File: config.mk
export PLATFORM = sky130hd
export DESIGN_NAME = spi_avalon_master
export DESIGN_NICKNAME = d
export VERILOG_FILES = /design/src/rtl/spi_avalon_master.sv
export SDC_FILE = /design/constraint.sdc
export NUM_CORES = 1
export LEC_CHECK = 0
export ABC_AREA = 1
export BUFFER_PORTS_ARGS = -buffer_cell sky130_fd_sc_hd__buf_4
export CAP_MARGIN = 10
export CORE_MARGIN = 2
export CORE_UTILIZATION = 50
export DETAILED_ROUTE_END_ITERATION = 16
export PLACE_DENSITY = 0.71
export SETUP_SLACK_MARGIN = 0.5
export SLEW_MARGIN = 5
export SYNTH_ARGS = -nofsm -noshare
export SYNTH_HDL_FRONTEND = slang
export SYNTH_SLANG_ARGS = --single-unit
File: constraint.sdc
create_clock -name clock -period 2 [get_ports clock]
set_input_delay 0.2 -clock clock [delete_from_list [all_inputs] [get_ports clock]]
set_output_delay 0.2 -clock clock [all_outputs]
set_load 0.01 [all_outputs]
File: src/rtl/spi_avalon_master.sv
// spi_avalon_master
//   Mode-0 SPI slave that turns register frames from the ESP32 (NINA module)
//   into single Avalon-MM reads and writes. The SPI pins are oversampled in the
//   system clock domain, so no logic runs on the SPI clock.
//
//   Frame (MSB first): CMD[7:0] (bit7=1 write), ADDR[ADDR_W-1:0],
//   one dummy byte (reads only), DATA[DATA_W-1:0].
//
// Ports
//   clock, reset          system clock; synchronous active-low reset
//   spi_sclk/cs_n/mosi    asynchronous SPI inputs (sclk <= clock/8)
//   spi_miso              SPI data out, 0 outside the read data phase
//   avm_*                 Avalon-MM master (registered request fields)
//   busy                  frame in progress or its Avalon transfer pending
//   err_timeout           sticky waitrequest timeout flag
module spi_avalon_master #(
    parameter int unsigned       ADDR_W      = 16,
    parameter int unsigned       DATA_W      = 32,
    parameter int unsigned       SYNC_STAGES = 2,
    parameter int unsigned       TIMEOUT     = 255,
    parameter logic [DATA_W-1:0] ERR_WORD    = 32'hDEADBEEF
) (
    input  logic              clock,
    input  logic              reset,
    input  logic              spi_sclk,
    input  logic              spi_cs_n,
    input  logic              spi_mosi,
    output logic              spi_miso,
    output logic [ADDR_W-1:0] avm_address,
    output logic              avm_read,
    output logic              avm_write,
    output logic [DATA_W-1:0] avm_writedata,
    input  logic [DATA_W-1:0] avm_readdata,
    input  logic              avm_waitrequest,
    output logic              busy,
    output logic              err_timeout
);

    localparam int unsigned SH_W    = (ADDR_W > DATA_W) ? ADDR_W : DATA_W;
    localparam int unsigned RD_BITS = 8 + ADDR_W + 8 + DATA_W;
    localparam int unsigned CNT_W   = $clog2(RD_BITS + 1);
    localparam int unsigned TO_W    = $clog2(TIMEOUT + 1);

    localparam logic [CNT_W-1:0] CMD_END   = CNT_W'(8);
    localparam logic [CNT_W-1:0] ADDR_END  = CNT_W'(8 + ADDR_W);
    localparam logic [CNT_W-1:0] WR_END    = CNT_W'(8 + ADDR_W + DATA_W);
    localparam logic [CNT_W-1:0] DUMMY_END = CNT_W'(8 + ADDR_W + 8);
    localparam logic [CNT_W-1:0] RD_END    = CNT_W'(RD_BITS);
    localparam logic [TO_W-1:0]  TO_LAST   = TO_W'(TIMEOUT - 1);

    typedef enum logic [3:0] {
        IDLE, CMD, ADDR, WDATA, WR_REQ, RD_REQ, DUMMY, RDATA, DONE
    } state_t;

    state_t state, state_next;

    logic [SYNC_STAGES-1:0] sclk_sync, cs_sync, mosi_sync;
    logic                   sclk_prev, cs_prev;
    logic                   sclk_s, cs_s, mosi_s;
    logic                   sclk_rise, sclk_fall, cs_fall;

    logic [CNT_W-1:0]  bit_cnt, bit_inc;
    logic [SH_W-2:0]   shift_in;
    logic [DATA_W-1:0] miso_shift;
    logic [TO_W-1:0]   tcnt;
    logic              is_write;
    logic              strobe, req_ok, req_to, req_end;
    logic              counting, issue_rd, issue_wr, addr_load;

    // ------------------------------------------------------------------
    // Input synchronisers and edge detection on the synchronised samples
    // ------------------------------------------------------------------
    always_ff @(posedge clock) begin
        if (!reset) begin
            sclk_sync <= '0;
            cs_sync   <= '0;
            mosi_sync <= '0;
            sclk_prev <= 1'b0;
            cs_prev   <= 1'b0;
        end else begin
            sclk_sync <= {sclk_sync[SYNC_STAGES-2:0], spi_sclk};
            cs_sync   <= {cs_sync[SYNC_STAGES-2:0], spi_cs_n};
            mosi_sync <= {mosi_sync[SYNC_STAGES-2:0], spi_mosi};
            sclk_prev <= sclk_sync[SYNC_STAGES-1];
            cs_prev   <= cs_sync[SYNC_STAGES-1];
        end
    end

    assign sclk_s    = sclk_sync[SYNC_STAGES-1];
    assign cs_s      = cs_sync[SYNC_STAGES-1];
    assign mosi_s    = mosi_sync[SYNC_STAGES-1];
    assign sclk_rise = sclk_s & ~sclk_prev;
    assign sclk_fall = ~sclk_s & sclk_prev;
    assign cs_fall   = ~cs_s & cs_prev;

    assign bit_inc = bit_cnt + CNT_W'(1);

    // ------------------------------------------------------------------
    // Avalon request completion
    // ------------------------------------------------------------------
    assign strobe  = avm_read | avm_write;
    assign req_ok  = strobe & ~avm_waitrequest;
    assign req_to  = strobe & avm_waitrequest & (tcnt == TO_LAST);
    assign req_end = req_ok | req_to;

    // ------------------------------------------------------------------
    // Frame FSM: next state
    // ------------------------------------------------------------------
    always_comb begin
        state_next = state;
        unique case (state)
            IDLE:   if (cs_fall) state_next = CMD;
            CMD: begin
                if (cs_s) state_next = IDLE;
                else if (sclk_rise && bit_inc == CMD_END) state_next = ADDR;
            end
            ADDR: begin
                if (cs_s) state_next = IDLE;
                else if (sclk_rise && bit_inc == ADDR_END)
                    state_next = is_write ? WDATA : RD_REQ;
            end
            WDATA: begin
                if (cs_s) state_next = IDLE;
                else if (sclk_rise && bit_inc == WR_END) state_next = WR_REQ;
            end
            // An issued request always runs to completion or timeout,
            // whatever CS does meanwhile.
            WR_REQ: if (req_end) state_next = DONE;
            // Dummy sclk cycles keep counting here while the read is pending.
            RD_REQ: if (req_end) state_next = DUMMY;
            DUMMY: begin
                if (cs_s) state_next = IDLE;
                else if (bit_cnt >= DUMMY_END) state_next = RDATA;
            end
            RDATA: begin
                if (cs_s) state_next = IDLE;
                else if (sclk_rise && bit_inc == RD_END) state_next = DONE;
            end
            DONE:   if (cs_s) state_next = IDLE;
            default: state_next = IDLE;
        endcase
    end

    assign counting  = state inside {CMD, ADDR, WDATA, RD_REQ, DUMMY, RDATA};
    assign addr_load = (state == ADDR) && (state_next == WDATA || state_next == RD_REQ);
    assign issue_rd  = (state == ADDR) && (state_next == RD_REQ);
    assign issue_wr  = (state == WDATA) && (state_next == WR_REQ);

    // ------------------------------------------------------------------
    // Registered state, shifters and Avalon request
    // ------------------------------------------------------------------
    always_ff @(posedge clock) begin
        if (!reset) begin
            state         <= IDLE;
            busy          <= 1'b0;
            bit_cnt       <= '0;
            shift_in      <= '0;
            miso_shift    <= '0;
            is_write      <= 1'b0;
            tcnt          <= '0;
            avm_address   <= '0;
            avm_writedata <= '0;
            avm_read      <= 1'b0;
            avm_write     <= 1'b0;
            err_timeout   <= 1'b0;
        end else begin
            state <= state_next;
            busy  <= (state != IDLE);

            if (state == IDLE)
                bit_cnt <= '0;
            else if (counting && sclk_rise && bit_cnt != RD_END)
                bit_cnt <= bit_inc;

            if (sclk_rise && (state == CMD || state == ADDR || state == WDATA))
                shift_in <= {shift_in[SH_W-3:0], mosi_s};

            if (state == CMD && sclk_rise && bit_cnt == '0)
                is_write <= mosi_s;

            if (addr_load)
                avm_address <= {shift_in[ADDR_W-2:0], mosi_s};

            if (issue_rd) begin
                avm_read <= 1'b1;
                tcnt     <= '0;
            end

            if (issue_wr) begin
                avm_writedata <= {shift_in[DATA_W-2:0], mosi_s};
                avm_write     <= 1'b1;
                err_timeout   <= 1'b0;
                tcnt          <= '0;
            end

            if (req_ok) begin
                avm_read  <= 1'b0;
                avm_write <= 1'b0;
                if (avm_read)
                    miso_shift <= avm_readdata;
            end else if (req_to) begin
                avm_read    <= 1'b0;
                avm_write   <= 1'b0;
                err_timeout <= 1'b1;
                if (avm_read)
                    miso_shift <= ERR_WORD;
            end else if (strobe) begin
                tcnt <= tcnt + TO_W'(1);
            end

            // The falling edge that follows the last dummy bit must not
            // shift: the MSB has to stay on MISO for the first data bit.
            if (state == RDATA && sclk_fall && bit_cnt > DUMMY_END)
                miso_shift <= {miso_shift[DATA_W-2:0], 1'b0};
        end
    end

    assign spi_miso = (state == RDATA) ? miso_shift[DATA_W-1] : 1'b0;

endmodule

==> results.cfg <==
[finish]
area_growth_pct = 51.6
fin_nets = 994
stdcell_count = 1109
fin_area_mm2 = 0.00918
diodes = 0
drive_above_1_share_pct = 41.6
fin_util_pct = 77.1

[floorplanning]
dieArea_mm2 = 0.0130
core_mm2 = 0.0119
initial_core_util_pct = 50.9
die_y_um = 114
die_w_um = 114
boundaryPins = 91
row_count = 40

[clocking]
cts.clk_slew.worst_paths_ps = 60
clkLatencyLatePin_ps = 420
ctsHtreeMaxLevel = 4
numCtsBuffers = 17
clkSinkCount = 143
clockRootBuffer = clkbuf_16
cts_tree = built
cts.path.max_buffers = 2

[detailed_routing]
drcViolationCount = 0
first_iter_violations = 647
wl_um = 18800
drt_pass1_iterations = 7
routed_via_density = 5.66
routed-via-count = 6273
antenna_left = 0
wl_per_cell_um = 17.0

[logic_synthesis]
syn_nets = 824
synth_top_family_by_area = compound AO/OA/AOI/OAI gates
synth_flop_cell = dfxtp_1
yosys.area_share.xor_xnor_pct = 0.867
yosysMostFrequentCell = dfxtp_1
ys_top_cells_by_area = dfxtp_1 (47%), o21ai_0 (8.8%), nand2_1 (6.4%)
syn-cell-area_mm2 = 0.00606
synth_top_cells_by_count = dfxtp_1 (143), o21ai_0 (107), nand2_1 (104)
synth_edf_count = 0
synth_top_area_cell = dfxtp_1
yosysWarningCount = 0
muxShareOfSynthArea_pct = 0
ys_async_sr_fraction_pct = 0
synth_fa_ha_area_share_pct = 1.03
synth-simple-area-share_pct = 15.5
ys_seq_elements = 143
yosysSeqAreaShare_pct = 47.2
synth_cells = 781
avgSynthCellArea_um2 = 7.76
synth_compound_area_share_pct = 26.0
yosysTopAreaCellShare_pct = 47.2
netlist-cell-type-count = 36

[global_routing]
grt_max_degree = 102
track_usage_pct = 24.1
grt_pass1_wl_um = 25400
antenna_found_initial = 0
overflow = 0
grt_pass1_vias = 5533

[timing]
period_share_pct = 120
maxSlewViolCount = 0
max_slew_margin_pct = 64.2
setup_violations = 72
hold_slack_ps = 95.3
fmax_mhz = 415
rsz0062_at_grt = true
setup_slack_ps = -409
hold_viol_final = 0
fin_crit_ps = 2410
tightest_slew_ps = 534
fin_worst_skew_ps = 6.97

[place]
port_buffers = 90
placement.cell_area_mm2 = 0.00712
hpwlAfterDp_um = 9760
place.gp.congestion = 0.883
dp_cells = 1012

[min_path]
hold_class = in -> reg

[setup_path]
cp-start-kind = flip-flop
arrival_ps = 2710
cp.required_ps = 2300
slowest_stage = dfxtp_4
crit_fanout = 6
slowest_delay_ps = 360
worstSetupEndpointType = flip-flop
critPathKind = reg -> reg
crit_path_frequent_cell = nand2_4
cp_cell_sequence = ha_4 -> nand2_4 -> nor2_4 -> nand2_2 -> nand2_4 -> nand2_4 -> nor2_4 -> nand3_2 -> nand2_2 -> nand3_2 -> nand2_4 -> nand3_4 -> nor2_8 -> buf_6 -> buf_12 -> clkbuf_16 -> a21oi_2

[outcome]
violations = setup timing
status = finished with violations

[power]
leakagePower_nw = 3.66
ir_drop_uv = 566
power.density_mw_per_mm2 = 649

[run]
drv_cap = 0
-- critical path, delay by kind of cell (launching register included) --
family | cells | cell delay (ps)
AND/OR/NAND/NOR | 12 | 1280
buffers and inverters | 3 | 420
flip-flops | 1 | 360
adder cells (fa/ha/maj) | 1 | 170
AO/OA/AOI/OAI | 1 | 50
-- layout by cell type, fill, tap and decap left out, types with 3 or more instances in the layout --
master	Yosys	final
o21ai_1	35	40
nor2_1	47	33
a31oi_1	33	30
clkbuf_16	0	27
dfxtp_1	143	135
clkinv_2	0	4
buf_4	4	143
nor2_4	2	10
nand2_8	0	3
xor2_1	6	6
buf_12	0	14
ha_4	0	3
nand3_4	1	6
nand2_1	104	83
a21oi_4	0	4
dfxtp_4	0	3
nand2_2	5	19
nor2_2	2	8
inv_4	0	4
a21oi_2	27	48
nor3_1	5	3
a31oi_2	0	3
nand2_4	1	6
o21ai_0	107	75
o21ai_2	1	27
nand4_1	12	12
nand3_1	18	9
a21oi_1	76	51
nand3_2	3	7
buf_6	4	24
inv_2	3	12
dlygate4sd3_1	0	3
dfxtp_2	0	5
inv_1	86	73
-- cell type report --
cell class	instances	area (um^2)
Clock buffer	20	447
Clock inverter	10	88.8
Fill cell	744	2730
Inverter	90	358
Multi-Input combinational cell	501	3250
Sequential cell	143	2880
Tap cell	147	184
Timing Repair Buffer	198	1980
-- where the power goes --
group / switching (mW) / leakage, nW / total [mW] / internal, mW
logic: 0.109 / 2.24 / 0.201 / 0.0924
clock network: 1.18 / 0.262 / 2.90 / 1.72
registers: 0.00529 / 1.16 / 2.86 / 2.85
-- sequential cells by signal, indices dropped and copies added, names as in the netlist, 2 cells and up --
signal and count:
avm_writedata 32, miso_shift 32, shift_in 31, avm_address 16
tcnt 8, bit_cnt 7, state 4, cs_sync 2
mosi_sync 2, sclk_sync 2
-- final timing paths --
path                            from  cells after the start  slack, ps                            end
min                  avm_readdata[8]                      3        100     miso_shift[8]$_SDFFE_PN0P_
max reg2reg  bit_cnt[1]$_SDFFE_PP0P_                     17       -410  avm_writedata[4]$_SDFFE_PN0N_
min reg2reg  sclk_sync[0]$_SDFF_PN0_                      2        410        sclk_sync[1]$_SDFF_PN0_
max          bit_cnt[1]$_SDFFE_PP0P_                     17       -410  avm_writedata[4]$_SDFFE_PN0N_
-- per-layer routing --
metal | global-route usage, % | part of all wire, %
met3 | 7.15 | 6.1
met4 | 8.94 | 2.0
met1 | 29.2 | 40
met5 | 0 | 0
met2 | 40.5 | 52
-- repair_timing --
item | CTS | global route
resized for setup | 67 | 159
endpoints found under the hold margin | 3 | 0
endpoints found under the setup margin | 135 | 135
setup buffers | 17 | 30
hold buffers | 3 | 0
pin swaps | 13 | 44
gates cloned | 3 | 14
-- through the flow --
| step | setup WS, ps | setup TNS, ps | total power [mW] |
|---|---|---|---|
| after floorplan | 28.6 | 0 | 3.00 |
| after global placement | -146 | -6520 | 3.08 |
| after detailed placement | -231 | -10660 | 3.08 |
| after CTS | -204 | -9570 | 5.97 |
| after global routing | -518 | -28090 | 6.14 |
| final | -409 | -20210 | 5.96 |
-- kinds of logic after synthesis --
logic type	Yosys count
buf+inv	138
xor+xnor	6
compound gates	283
simple gates	206
flops	143
fa+ha+maj	5
Note: power is estimated with default switching activity, not from simulation.
